`src/rtl/core_port_arbiter.sv`:
```
// Small generic FIFO used for the in-flight result ownership tags.
// Latency: push visible at pop_dat the cycle after the write edge; pop_dat is a combinational read.
// Backpressure: none internally; the caller must not push when full or pop when empty.
module fifo #(
    parameter int W     = 2,
    parameter int DEPTH = 4
) (
    input  logic                       lclock,
    input  logic                       reset,
    input  logic                       push_vld,
    input  logic [W-1:0]               push_dat,
    input  logic                       pop_vld,
    output logic [W-1:0]               pop_dat,
    output logic [$clog2(DEPTH):0]     count
);
    localparam int AW = $clog2(DEPTH);
    localparam int CW = AW + 1;

    logic [W-1:0]  mem [DEPTH];
    logic [AW-1:0] wr_ptr;
    logic [AW-1:0] rd_ptr;

    // Storage array: written on push, no reset needed since count guards reads.
    always_ff @(posedge lclock) begin
        if (push_vld) begin
            mem[wr_ptr] <= push_dat;
        end
    end

    // Pointer and occupancy bookkeeping; a simultaneous push and pop leaves count unchanged.
    always_ff @(posedge lclock or negedge reset) begin
        if (!reset) begin
            wr_ptr <= '0;
            rd_ptr <= '0;
            count  <= '0;
        end else begin
            if (push_vld) begin
                wr_ptr <= wr_ptr + AW'(1);
            end
            if (pop_vld) begin
                rd_ptr <= rd_ptr + AW'(1);
            end
            case ({push_vld, pop_vld})
                2'b10:   count <= count + CW'(1);
                2'b01:   count <= count - CW'(1);
                default: count <= count;
            endcase
        end
    end

    assign pop_dat = mem[rd_ptr];

endmodule

// Round-robin share of the adder core's operand port and result port among NREQ requesters.
// Latency: grant->core_in_ready 1 cycle, rd_fall in LOAD_B->req_ack 1 cycle, wr_fall->rsp_valid 1 cycle.
// Backpressure: no grant while TAGQ_DEPTH results are in flight; core_out_ready drops while a result is held.
module core_port_arbiter #(
    parameter int NREQ       = 4,
    parameter int DW         = 32,
    parameter int TAGQ_DEPTH = 4
) (
    input  logic                 lclock,
    input  logic                 reset,
    input  logic [NREQ-1:0]      req_valid,
    input  logic [NREQ*DW-1:0]   req_opa,
    input  logic [NREQ*DW-1:0]   req_opb,
    output logic [NREQ-1:0]      req_ack,
    output logic [2:0]           core_in_ready,
    input  logic [1:0]           core_in_addr,
    input  logic                 core_read,
    output logic [DW-1:0]        core_data_in,
    output logic [2:0]           core_out_ready,
    input  logic [1:0]           core_out_addr,
    input  logic                 core_write,
    input  logic [DW-1:0]        core_data_out,
    output logic [NREQ-1:0]      rsp_valid,
    output logic [DW-1:0]        rsp_data,
    input  logic [NREQ-1:0]      rsp_ready,
    output logic                 busy,
    output logic                 err_underflow
);
    localparam int IW = (NREQ > 1) ? $clog2(NREQ) : 1;
    localparam int CW = $clog2(TAGQ_DEPTH) + 1;

    typedef enum logic [1:0] {
        S_IDLE   = 2'd0,
        S_LOAD_A = 2'd1,
        S_LOAD_B = 2'd2
    } state_t;

    state_t          state;
    logic [IW-1:0]   rr_ptr;
    logic [IW-1:0]   grant_idx;
    logic [DW-1:0]   opa_q;
    logic [DW-1:0]   opb_q;
    logic            rd_q;
    logic            wr_q;
    logic            rsp_full;

    logic            rd_fall;
    logic            wr_fall;
    logic [NREQ-1:0] cand;
    logic            scan_found;
    logic [IW-1:0]   scan_idx;
    logic [DW-1:0]   sel_opa;
    logic [DW-1:0]   sel_opb;
    logic            grant_ok;
    logic [IW-1:0]   rr_next;

    logic            tag_push;
    logic            tag_pop;
    logic [IW-1:0]   tag_head;
    logic [CW-1:0]   tag_count;
    logic            tag_empty;

    // Only bit 0 of the input address matters and every output address is equivalent.
    logic            unused_addr_bits;
    assign unused_addr_bits = ^{core_out_addr, core_in_addr[1]};

    assign rd_fall   = rd_q & ~core_read;
    assign wr_fall   = wr_q & ~core_write;
    assign tag_empty = (tag_count == '0);
    assign tag_push  = (state == S_LOAD_B) && rd_fall;
    assign tag_pop   = wr_fall && !tag_empty;
    assign busy      = (state != S_IDLE) || !tag_empty;

    // Operands are latched at grant, so the core sees stable data whatever the requester does afterwards.
    assign core_data_in = core_in_addr[0] ? opb_q : opa_q;

    // Round-robin scan from rr_ptr; a requester being acked this cycle is masked because
    // its valid is still high while it reacts to the ack, and it must not be granted again.
    always_comb begin
        logic [IW:0] pos;
        cand       = req_valid & ~req_ack;
        scan_found = 1'b0;
        scan_idx   = '0;
        pos        = '0;
        for (int k = 0; k < NREQ; k++) begin
            pos = {1'b0, rr_ptr} + (IW+1)'(k);
            if (pos >= (IW+1)'(NREQ)) begin
                pos = pos - (IW+1)'(NREQ);
            end
            if (!scan_found && cand[pos[IW-1:0]]) begin
                scan_found = 1'b1;
                scan_idx   = pos[IW-1:0];
            end
        end
    end

    // Operand select for the winning requester, using constant slices only.
    always_comb begin
        sel_opa = '0;
        sel_opb = '0;
        for (int r = 0; r < NREQ; r++) begin
            if (IW'(r) == scan_idx) begin
                sel_opa = req_opa[r*DW +: DW];
                sel_opb = req_opb[r*DW +: DW];
            end
        end
    end

    // Next round-robin start point: one past the requester just served, with wrap.
    always_comb begin
        logic [IW:0] inc;
        inc     = {1'b0, grant_idx} + (IW+1)'(1);
        rr_next = (inc >= (IW+1)'(NREQ)) ? '0 : inc[IW-1:0];
    end

    assign grant_ok = scan_found && (tag_count < CW'(TAGQ_DEPTH));

    // Previous-cycle samples of the core strobes for falling-edge detection.
    always_ff @(posedge lclock or negedge reset) begin
        if (!reset) begin
            rd_q <= 1'b0;
            wr_q <= 1'b0;
        end else begin
            rd_q <= core_read;
            wr_q <= core_write;
        end
    end

    // Input FSM: grant, feed opA then opB, then ack the requester and advance the pointer.
    always_ff @(posedge lclock or negedge reset) begin
        if (!reset) begin
            state         <= S_IDLE;
            rr_ptr        <= '0;
            grant_idx     <= '0;
            opa_q         <= '0;
            opb_q         <= '0;
            core_in_ready <= 3'b000;
            req_ack       <= '0;
        end else begin
            req_ack <= '0;
            case (state)
                S_IDLE: begin
                    if (grant_ok) begin
                        grant_idx     <= scan_idx;
                        opa_q         <= sel_opa;
                        opb_q         <= sel_opb;
                        core_in_ready <= 3'b001;
                        state         <= S_LOAD_A;
                    end
                end
                S_LOAD_A: begin
                    if (rd_fall) begin
                        core_in_ready <= 3'b010;
                        state         <= S_LOAD_B;
                    end
                end
                S_LOAD_B: begin
                    if (rd_fall) begin
                        core_in_ready <= 3'b000;
                        req_ack       <= NREQ'(1) << grant_idx;
                        rr_ptr        <= rr_next;
                        state         <= S_IDLE;
                    end
                end
                default: begin
                    core_in_ready <= 3'b000;
                    state         <= S_IDLE;
                end
            endcase
        end
    end

    // Ownership tags: pushed when the second operand is consumed, popped when a result lands.
    fifo #(
        .W     (IW),
        .DEPTH (TAGQ_DEPTH)
    ) u_tag_fifo (
        .lclock   (lclock),
        .reset    (reset),
        .push_vld (tag_push),
        .push_dat (grant_idx),
        .pop_vld  (tag_pop),
        .pop_dat  (tag_head),
        .count    (tag_count)
    );

    // Result holding register: capture on wr_fall, route to the tag owner, release on its handshake.
    always_ff @(posedge lclock or negedge reset) begin
        if (!reset) begin
            rsp_full       <= 1'b0;
            rsp_valid      <= '0;
            rsp_data       <= '0;
            err_underflow  <= 1'b0;
            core_out_ready <= 3'b000;
        end else begin
            core_out_ready <= {3{~rsp_full}};
            if (rsp_full && |(rsp_valid & rsp_ready)) begin
                rsp_full  <= 1'b0;
                rsp_valid <= '0;
            end
            if (wr_fall) begin
                if (!tag_empty) begin
                    rsp_data  <= core_data_out;
                    rsp_valid <= NREQ'(1) << tag_head;
                    rsp_full  <= 1'b1;
                end else begin
                    err_underflow <= 1'b1;
                end
            end
        end
    end

endmodule

```
`config.mk`:
```
export PLATFORM = sky130hd
export DESIGN_NAME = core_port_arbiter
export DESIGN_NICKNAME = d
export VERILOG_FILES = /design/src/rtl/core_port_arbiter.sv
export SDC_FILE = /design/constraint.sdc
export NUM_CORES = 1
export LEC_CHECK = 0
export BUFFER_PORTS_ARGS = -buffer_cell sky130_fd_sc_hd__buf_2
export CAP_MARGIN = 20
export CORE_ASPECT_RATIO = 0.7
export CORE_MARGIN = 10
export CORE_UTILIZATION = 45
export CTS_BUF_LIST = sky130_fd_sc_hd__clkbuf_16
export DETAILED_ROUTE_END_ITERATION = 8
export GPL_ROUTABILITY_DRIVEN = 1
export PLACE_DENSITY = 0.84
export SLEW_MARGIN = 10
export SYNTH_ARGS = -nofsm -noshare
export SYNTH_HDL_FRONTEND = slang
export SYNTH_SLANG_ARGS = --single-unit
```
`constraint.sdc`:
```
create_clock -name lclock -period 2.7 [get_ports lclock]
set_input_delay 0.54 -clock lclock [delete_from_list [all_inputs] [get_ports lclock]]
set_output_delay 0.54 -clock lclock [all_outputs]
set_load 0.005 [all_outputs]
```
==> results.md <==
- #FFs+latches synth: 130
- Crit path DAT: 1.63 ns
- Cts bufs inserted: 17
- Clk sinks: 130
- First-pass GRT wire length: 37130 um
- Width of the chip: 171.4 um
- Total of warnings raised by yosys: 0
- Gate power share: 44.1%
- Mean post-synth cell area: 12.22 um2
- CTS Hold Bufs: 0
- Max Freq: 0.4613 GHz
- Sw Ratio: 36.81%
- Die Y: 126 um
- Sequential share of power: 34.4%
- Syn-to-layout area delta: 35.39%
- Most common cell after layout, fill and taps aside: buf_2
- DR WL/cell: 20.47 um
- Port bufs: 379
- Period utilization: 80.29%
- I/O pin total: 384
- Status: completed
- Worst-Skew Late Latency: 0.41 ns
- Share of cells above drive strength 1: 45.66%
- Htree depth: 4
- Longest Clk Path Bufs: 2
- Hold Fails Final Rpt: 0
- Cell Rows: 38
- Initial core utilization: 46.32%
- Clock Skew: 0.007343 ns
- Worst Max-Slew Pin Slew: 0.5362 ns
- Clock power frac: 21.5%
- Post-Synthesis Cell Area: 7223 um2
- Post-DP HPWL: 19210 um
- Slew Limit Headroom: 64.25%
- Antenna violations before repair: 3
- CP Class: in2out
- Hold Crit Class: in2async
- Crit start category: input port
- Drt total wl: 24190 um
- Commonest cells after routing, fill and taps aside: buf_2, mux2i_1, dfrtp_1, nand2_1, o221ai_1
- Gr usage total: 21.71%
- CP required: 2.16 ns
- Post-CTS setup buffers: 0
- Drt initial violations: 401
- Final min period: 2.168 ns
- R2R depth: 7
- RSZ-0062 raised after global routing: no
- Core Footprint: 15600 um2
- Vias/cell: 5.288
- Grt total ovfl: 0
- Die ar.: 21600 um2
- CP Max Fanout: 12
- Reg clk slew, reported paths: 0.06 ns
- P_int: 6.212 mW
- Slew Limit Fails: 0
- DRC Markers: 0
- Post-synthesis sequential area ratio: 45.59%
- Leakage power: 5.038 nW
- Net Switching: 3.619 mW
- Setup crit end kind: output port
- Via count: 6250
- Nets@finish: 1282
- Post-CTS sizing: 0
- CTS tree: done
- Utilization after layout: 62.71%
- Gpl congestion: 0.8699
- Final Power: 9.831 mW
- ANT nets after route: 0
- Count of max-cap constraint violations: 0
- Synthesized Nets: 906
- Synth cell types: 44
- Largest net degree at the start of global routing: 85
- Pwr dens: 1005 nW/um2
- Vias in the first global route: 6956
- DR pass1 iterations: 4
- Root Driver: clkbuf_16
- Number of setup violations in the final report: 0
- Setup_tns: 0 ns
- Peak supply drop: 0.0005822 V
- Cells after Synth: 591
## metrics by stage
stage	worst slack (ns)	instance area, um2	hold slack [ns]	instances
after CTS	0.5169	9772	0.09467	1179
final	0.5321	9779	0.1005	1182
after global routing	0.4064	9779	0.1116	1182
after floorplan	0.5102	7223	0.2444	591
after detailed placement	0.4567	9233	0.4310	1148
after global placement	0.5318	9233	0.4123	1148
## cell usage after synthesis, drive strengths merged
cell	n	area (um2)
xor2	3	26.28
a22oi	2	15.01
o21ai	7	35.03
fa	1	20.02
mux2	66	743.2
mux4	2	45.04
o221ai	64	560.5
a21oi	4	20.02
a31o	1	8.760
dfrtp	122	3053
ha	10	125.1
mux2i	130	1301
nand3	1	5.000
nor3	2	15.01
or2	1	6.260
nor3b	2	15.01
o21bai	1	7.510
buf	39	389.1
nor2b	4	40.04
nor2	1	3.750
edfxtp	8	240.2
o22a	1	8.760
nand2b	5	31.28
o31ai	2	28.78
a32o	2	20.02
conb	1	3.750
nand2	75	281.5
clkbuf	9	37.54
and2	8	50.05
inv	13	48.79
a21boi	1	11.26
xnor2	3	26.28
## cell families (layout without fill, tap and decap cells)
kind of cell / after synthesis / count (layout) / share of synthesized area (%)
XOR/XNOR: 6 / 6 / 0.7277
AND/OR/NAND/NOR: 99 / 99 / 6.201
other: 1 / 4 / 0.05192
AO/OA/AOI/OAI: 85 / 85 / 9.908
adder cells (fa/ha/maj): 11 / 11 / 2.009
buffers and inverters: 61 / 449 / 6.582
multiplexers: 198 / 198 / 28.93
flip-flops: 130 / 130 / 45.59
## registers in the layout, indices dropped and copies added, names as in the netlist, 2 cells and up
signal / count
core_in_ready: 2
u_tag_fifo.rd_ptr: 2
rsp_valid: 4
u_tag_fifo.wr_ptr: 2
opa_q: 32
u_tag_fifo.count: 3
u_tag_fifo.mem: 8
opb_q: 32
req_ack: 4
grant_idx: 2
rsp_data: 32
rr_ptr: 2
## power groups by stage
stage	logic [mW]	clock network, mW	registers [mW]
after floorplan	3.00	0	3.28
after global placement	4.24	0	3.34
after detailed placement	4.36	0	3.40
after CTS	4.40	2.17	3.37
after global routing	4.77	2.27	3.49
final	4.34	2.11	3.38
## final cells by class
cell class / count / area, um2
fill: 1260 / 5816
multi-input combinational: 400 / 3471
sequential: 130 / 3293
timing repair buffer: 405 / 2170
clock buffer: 17 / 425.4
tap: 200 / 250.2
clock inverter: 14 / 113.9
inverter: 13 / 48.80
antenna: 3 / 7.507
## critical path, stage by stage
cell and delay, ns:
buf_2 0.34, buf_4 0.25, mux2_1 0.35, buf_2 0.14
## routing by layer
metal	GRT usage, %	share of wire (%)	vias to the layer above
li1	-	-	2945
met5	0	0	-
met1	23.86	38	2987
met3	7.366	8.9	34
met4	8.159	2.0	0
met2	37.94	51	284
## path summary, 6_finish.rpt
kind / from / endpoint / slack (ns)
worst min register to register: rsp_full / core_out_ready[0] / 0.44
worst min-delay path: reset / opa_q[10] / 0.10
max in group asynchronous: reset / opa_q[22] / 1.77
worst max register to register: core_in_ready[0] / u_tag_fifo.count[1] / 0.57
worst max-delay path: core_in_addr[0] / core_data_in[5] / 0.53
min in group lclock: core_read / rd_q / 0.27
Note: power is estimated with default switching activity, not from simulation.
